[config.mk]
export PLATFORM = sky130hd
export DESIGN_NAME = puf_access_arb
export DESIGN_NICKNAME = d
export VERILOG_FILES = /design/src/rtl/puf_access_pkg.sv /design/src/rtl/puf_wait_timer.sv /design/src/rtl/puf_access_arb.sv
export SDC_FILE = /design/constraint.sdc
export NUM_CORES = 1
export LEC_CHECK = 0
export BUFFER_PORTS_ARGS = -buffer_cell sky130_fd_sc_hd__buf_2
export CORE_AREA = 4 4 308 310
export DETAILED_ROUTE_END_ITERATION = 7
export DIE_AREA = 0 0 312 314
export HOLD_SLACK_MARGIN = 0.08
export MAX_ROUTING_LAYER = met4
export REMOVE_ABC_BUFFERS = 1
export SLEW_MARGIN = 20
export SYNTH_ARGS = -nofsm -noshare
export SYNTH_HDL_FRONTEND = slang
export SYNTH_SLANG_ARGS = --single-unit
[constraint.sdc]
create_clock -name clk_i -period 1.95 [get_ports clk_i]
set_input_delay 0.39 -clock clk_i [delete_from_list [all_inputs] [get_ports clk_i]]
set_output_delay 0.39 -clock clk_i [all_outputs]
set_load 0.03 [all_outputs]
[src/rtl/puf_access_pkg.sv]
// Shared types and default sizes for the PUF access arbiter.
package puf_access_pkg;

  localparam int unsigned DefTimeoutCycles = 1024;
  localparam int unsigned DefChallengeW    = 128;
  localparam int unsigned DefResponseW     = 256;
  localparam int unsigned WaitCntW         = 16;
  localparam int unsigned RngW             = 4;

  localparam logic ModeCr  = 1'b0;
  localparam logic ModeRng = 1'b1;

  typedef enum logic [2:0] {
    ST_IDLE,
    ST_CR_START,
    ST_CR_WAIT,
    ST_RNG_WAIT,
    ST_RELEASE
  } state_e;

endpackage

[src/rtl/puf_wait_timer.sv]
// Wait-cycle counter; expired is high in the last permitted wait cycle.
module puf_wait_timer
  import puf_access_pkg::*;
#(
  parameter int unsigned TimeoutCycles = DefTimeoutCycles
) (
  input  logic clk_i,
  input  logic rst_ni,
  input  logic clear,
  input  logic enable,
  output logic expired
);

  localparam logic [WaitCntW-1:0] LastCount = WaitCntW'(TimeoutCycles - 1);

  logic [WaitCntW-1:0] count;

  // expired mirrors (count == LastCount) and saturates there
  always_ff @(posedge clk_i or negedge rst_ni) begin
    if (!rst_ni) begin
      count   <= '0;
      expired <= 1'b0;
    end else if (clear) begin
      count   <= '0;
      expired <= (LastCount == '0);
    end else if (enable && !expired) begin
      count   <= count + WaitCntW'(1);
      expired <= ((count + WaitCntW'(1)) == LastCount);
    end
  end

endmodule

[src/rtl/puf_access_arb.sv]
// Round-robin arbiter giving software and the entropy source exclusive use of the PUF core.
module puf_access_arb
  import puf_access_pkg::*;
#(
  parameter int unsigned TimeoutCycles = DefTimeoutCycles,
  parameter int unsigned ChallengeW    = DefChallengeW,
  parameter int unsigned ResponseW     = DefResponseW
) (
  input  logic                  clk_i,
  input  logic                  rst_ni,
  input  logic                  sw_req_i,
  input  logic [ChallengeW-1:0] sw_challenge_i,
  output logic                  sw_ack_o,
  output logic [ResponseW-1:0]  sw_response_o,
  output logic                  sw_err_o,
  input  logic                  es_req_i,
  output logic                  es_ack_o,
  output logic [RngW-1:0]       es_rng_o,
  output logic                  es_err_o,
  output logic                  core_enable_o,
  output logic                  core_mode_o,
  output logic                  core_ready_cha_o,
  output logic                  core_rng_req_o,
  output logic [ChallengeW-1:0] core_challenge_o,
  input  logic                  core_response_valid_i,
  input  logic                  core_rng4bit_done_i,
  input  logic [ResponseW-1:0]  core_response_i,
  input  logic [RngW-1:0]       core_rng4bit_i,
  output logic                  busy_o
);

  state_e state;
  logic   prio_es;
  logic   timer_clear;
  logic   timer_expired;

  assign timer_clear = (state != ST_CR_WAIT) && (state != ST_RNG_WAIT);

  puf_wait_timer #(
    .TimeoutCycles(TimeoutCycles)
  ) u_wait_timer (
    .clk_i  (clk_i),
    .rst_ni (rst_ni),
    .clear  (timer_clear),
    .enable (!timer_clear),
    .expired(timer_expired)
  );

  // Acks, errors and the challenge strobe are single-cycle pulses, cleared every cycle.
  always_ff @(posedge clk_i or negedge rst_ni) begin
    if (!rst_ni) begin
      state            <= ST_IDLE;
      prio_es          <= 1'b0;
      sw_ack_o         <= 1'b0;
      sw_response_o    <= '0;
      sw_err_o         <= 1'b0;
      es_ack_o         <= 1'b0;
      es_rng_o         <= '0;
      es_err_o         <= 1'b0;
      core_enable_o    <= 1'b0;
      core_mode_o      <= ModeCr;
      core_ready_cha_o <= 1'b0;
      core_rng_req_o   <= 1'b0;
      core_challenge_o <= '0;
      busy_o           <= 1'b0;
    end else begin
      sw_ack_o         <= 1'b0;
      sw_err_o         <= 1'b0;
      es_ack_o         <= 1'b0;
      es_err_o         <= 1'b0;
      core_ready_cha_o <= 1'b0;
      unique case (state)
        ST_IDLE: begin
          if (sw_req_i && (!es_req_i || !prio_es)) begin
            core_challenge_o <= sw_challenge_i;
            core_enable_o    <= 1'b1;
            core_mode_o      <= ModeCr;
            core_ready_cha_o <= 1'b1;
            busy_o           <= 1'b1;
            prio_es          <= 1'b1;
            state            <= ST_CR_START;
          end else if (es_req_i) begin
            core_enable_o  <= 1'b1;
            core_mode_o    <= ModeRng;
            core_rng_req_o <= 1'b1;
            busy_o         <= 1'b1;
            prio_es        <= 1'b0;
            state          <= ST_RNG_WAIT;
          end
        end
        ST_CR_START: state <= ST_CR_WAIT;
        ST_CR_WAIT: begin
          // a strobe coinciding with expiry still delivers data
          if (core_response_valid_i || timer_expired) begin
            sw_ack_o      <= 1'b1;
            sw_err_o      <= !core_response_valid_i;
            sw_response_o <= core_response_valid_i ? core_response_i : '0;
            core_enable_o <= 1'b0;
            state         <= ST_RELEASE;
          end
        end
        ST_RNG_WAIT: begin
          if (core_rng4bit_done_i || timer_expired) begin
            es_ack_o       <= 1'b1;
            es_err_o       <= !core_rng4bit_done_i;
            es_rng_o       <= core_rng4bit_done_i ? core_rng4bit_i : '0;
            core_enable_o  <= 1'b0;
            core_rng_req_o <= 1'b0;
            core_mode_o    <= ModeCr;
            state          <= ST_RELEASE;
          end
        end
        ST_RELEASE: begin
          busy_o <= 1'b0;
          state  <= ST_IDLE;
        end
        default: state <= ST_IDLE;
      endcase
    end
  end

endmodule

==> run_results.csv <==
group,metric,value,unit
placed_design,hpwl,42.6,mm
pwr,ir_worst_vdd,1.05,mV
critical_path,worstSetupEndpointType,"flop",
synth,synthAdderAreaFrac,0.00162,
timing,timing.final.crit_share,0.932,
grt,grt-ovfl-total,0,
job,max_cap_violations,0,
timing,hold_viol,0,
synth,synth-xor-area-share,0.00907,
synth,synthArstFlopShare,1.00,
synth,synth_cell_types,48,
layout,ff_latch_area,0.0105,mm²
layout,fin_cells,3724,
synth,ys.warnings.count,0,
worst_hold_path,whs_endpoint,"prio_es$_DFFE_PN0P_",
pwr,comb_power_share,0.461,
route,drc,0,
clock_tree,htree_num_levels,2,
floorplanning,fp.dieH,314,µm
synth,synth_top_family_by_area,"compound AO/OA/AOI/OAI gates",
critical_path,r2r_end,"u_wait_timer.expired$_DFFE_PN0P_",
route,vias_per_cell,4.07,
critical_path,reg2reg_depth,5,
timing,slew_viol_final,0,
synth,ys_seq_area_frac,0.677,
floorplanning,die-area,0.0980,mm²
layout,fillerInstances,9301,
synth,synth_area,0.0155,mm²
pwr,p_leak,13.8,nW
clock_tree,clkLatencyLatePin,590,ps
layout,utilization,0.292,
clock_tree,clk_pin_slew,60,ps
pwr,powerDensity,1650,mW/mm²
layout,syn_to_final_growth,73.3,%
pwr,p_int,24.6,mW
critical_path,r2r_slack,150,ps
route,drtAntennaViolNets,0,
synth,synth_compound_area_frac,0.158,
synth,synthCells,1286,
grt,grt_pass1_wl,93.6,mm
placed_design,gp_congestion,0.900,
route,drtIter0Drc,1093,
timing,setup_tns,0,ps
synth,synth_simple_gate_area_share,0.124,
worst_hold_path,worstHoldPathType,"primary input to flop",
route,num_vias,15146,
route,routed_wl,62.5,mm
pwr,p_switching,19.7,mW
synth,synth_ff_type,"dfrtp_1",
timing,max-slew-margin-rel,0.511,
clock_tree,cts_buffers,48,
pwr,clkPwrFrac,0.203,
floorplanning,core_area,0.0917,mm²
timing,period_minus_slack,1820,ps
critical_path,worst_setup_path_start_kind,"primary input",
route,first_pass_iters,5,
timing,fin_skew,24.7,ps
floorplanning,rows,111,
floorplanning,io_pins,791,
placed_design,place_ws,40.2,ps
grt,grt_pass1_vias,15937,
floorplanning,fp.dieW,312,µm
layout,layout-drive-gt1-share,0.381,
synth,synth_edf_count,0,
pwr,p_sw_frac,0.445,
synth,postSynthAreaPerCell,12.0,µm²
placed_design,portBuffers,790,
clock_tree,clock-sinks,418,
floorplanning,start_util,0.169,
timing,fmax,550,MHz
placed_design,dp.cells,3244,
route,wire_per_inst,16.8,µm
timing,setup_ws,133,ps
clock_tree,tritoncts,"yes",
synth,ys_seq_elements,418,
critical_path,rr_startpoint,"u_wait_timer.count[8]$_DFFE_PN0P_",
clock_tree,cts_root_buf,"clkbuf_16",
pwr,power_frac_seq,0.335,
clock_tree,cts_buffer_depth,3,
grt,grt_max_degree,103,
critical_path,cp_data_required_time,2480,ps
timing,worst_pin_slew,715,ps
grt,track_usage,0.123,
critical_path,path_class,"primary input to flop",
status,status,"finished, final reports clean",
layout,layout.nets,2896,
timing,setup_viol,0,
critical_path,critPathMaxFanout,44,
synth,muxShareOfSynthArea,0.00138,
timing,rsz0062_at_grt,"no",
worst_hold_path,min_path_cells,3,
layout,multiInputGateArea,0.00457,mm²
grt,antenna_found_initial,1,
critical_path,arrival,2350,ps
worst_hold_path,min_from,"sw_req_i",
pwr,p_total,44.2,mW
-- metrics by stage --
stage / hold WS [ps] / cell area, µm²
after floorplan: 94.4 / 15000
after global placement: 275 / 21300
after detailed placement: 279 / 21300
after CTS: 86.8 / 26800
after global routing: 115 / 26800
final: 156 / 26800
-- worst max-delay path by stage --
| stage | startpoint | end | slack (ps) | depth (start not counted) |
|---|---|---|---|---|
| floorplan | u_wait_timer.expired$_DFFE_PN0P_ | sw_response_o[0]$_DFFE_PN0P_ | -7970 | 2 |
| global placement | core_response_valid_i | sw_response_o[5]$_DFFE_PN0P_ | -5 | 4 |
| detailed placement | core_response_valid_i | sw_response_o[230]$_DFFE_PN0P_ | 40 | 4 |
| CTS | state[2]$_DFFE_PN0P_ | sw_response_o[112]$_DFFE_PN0P_ | 110 | 6 |
| global route | state[2]$_DFFE_PN0P_ | sw_response_o[50]$_DFFE_PN0P_ | 10 | 5 |
| finish | core_response_valid_i | sw_response_o[185]$_DFFE_PN0P_ | 130 | 5 |
-- final cells by class --
| class | instances | share of cell area |
|---|---|---|
| repair buffers | 1257 | 0.323 |
| diodes | 1 | 0.0000934 |
| clock inverters | 21 | 0.00621 |
| clock buffers | 66 | 0.0530 |
| multi-input cells | 770 | 0.171 |
| flip-flops and latches | 418 | 0.391 |
| inverters | 5 | 0.000747 |
| well taps | 1186 | 0.0554 |
-- state kept, by name, summed over array words and instances, names as in the netlist --
signal	cells
u_wait_timer.expired	1
core_challenge_o	128
core_enable_o	1
sw_ack_o	1
sw_response_o	256
es_err_o	1
sw_err_o	1
u_wait_timer.count	16
core_rng_req_o	1
es_ack_o	1
core_ready_cha_o	1
prio_es	1
core_mode_o	1
state	3
es_rng_o	4
busy_o	1
-- cell usage in the layout (no fill, tap or decap), drive strengths merged, types with 2 or more instances in the layout --
master       Yosys  routed
inv              5       6
dlygate4sd3      0     391
nor3b            4       4
dfrtp          418     418
xor2             7       7
a31oi            2       2
nor4             3       3
ha               2       2
o21ai            5       5
nor2b            3       3
nand2          393     393
nand3            5       5
nand3b           2       2
nor3             7       7
o31ai            4       4
nor4b            2       2
xnor2            9       9
a22o           260     260
a21oi           11      11
clkbuf          51      67
buf             42     865
clkinv           0      18
and4             2       2
or3              2       2
nand2b           2       2
nand4            6       6
nor2            28      28
-- metal layers --
| metal | vias up | wire length [µm] | GRT usage |
|---|---|---|---|
| li1 | 6890 | - | - |
| met1 | 7414 | 24800 | 0.142 |
| met2 | 697 | 31200 | 0.207 |
| met3 | 145 | 4050 | 0.0282 |
| met4 | 0 | 2490 | 0.0504 |
| met5 | - | 0 | - |
-- cells by family after synthesis --
logic type / Yosys count
compound gates: 286
mux: 2
xor+xnor: 16
buf+inv: 98
simple gates: 464
fa+ha+maj: 2
flops: 418
-- cell usage after synthesis (4+ instances only) --
library cell  count  area share
nand2_1         393       0.095
nand3_1           4      0.0013
clkbuf_1         49       0.012
buf_2            39       0.013
a22o_1          260        0.15
nor3_1            6      0.0019
dfrtp_1         418        0.68
xor2_1            7      0.0040
xnor2_1           9      0.0051
nor2_1           28      0.0068
o21ai_0           4      0.0013
inv_1             4     0.00097
a21oi_1          11      0.0036
-- power by group through the flow --
stage	Combinational (mW)	Sequential (mW)	Clock, mW
floorplan	5.04	22.0	0
global placement	19.5	14.8	0
detailed placement	19.8	14.7	0
CTS	20.4	14.7	9.32
global route	21.5	15.2	9.64
finish	20.4	14.8	9.00
-- what timing repair did --
item / 4_1_cts / 5_1_grt
hold endpoints to repair: 666 / 0
setup endpoints to repair: 0 / 12
hold buffers: 391 / 0
resized for setup: 0 / 2
buffers inserted: 0 / 0
-- worst max-delay path: stages --
cell and delay [ps]:
dlygate4sd3_1 530, buf_2 150, o21ai_4 580, buf_6 440, a22o_1 220
No activity file was read; power rests on OpenSTA's default activity.
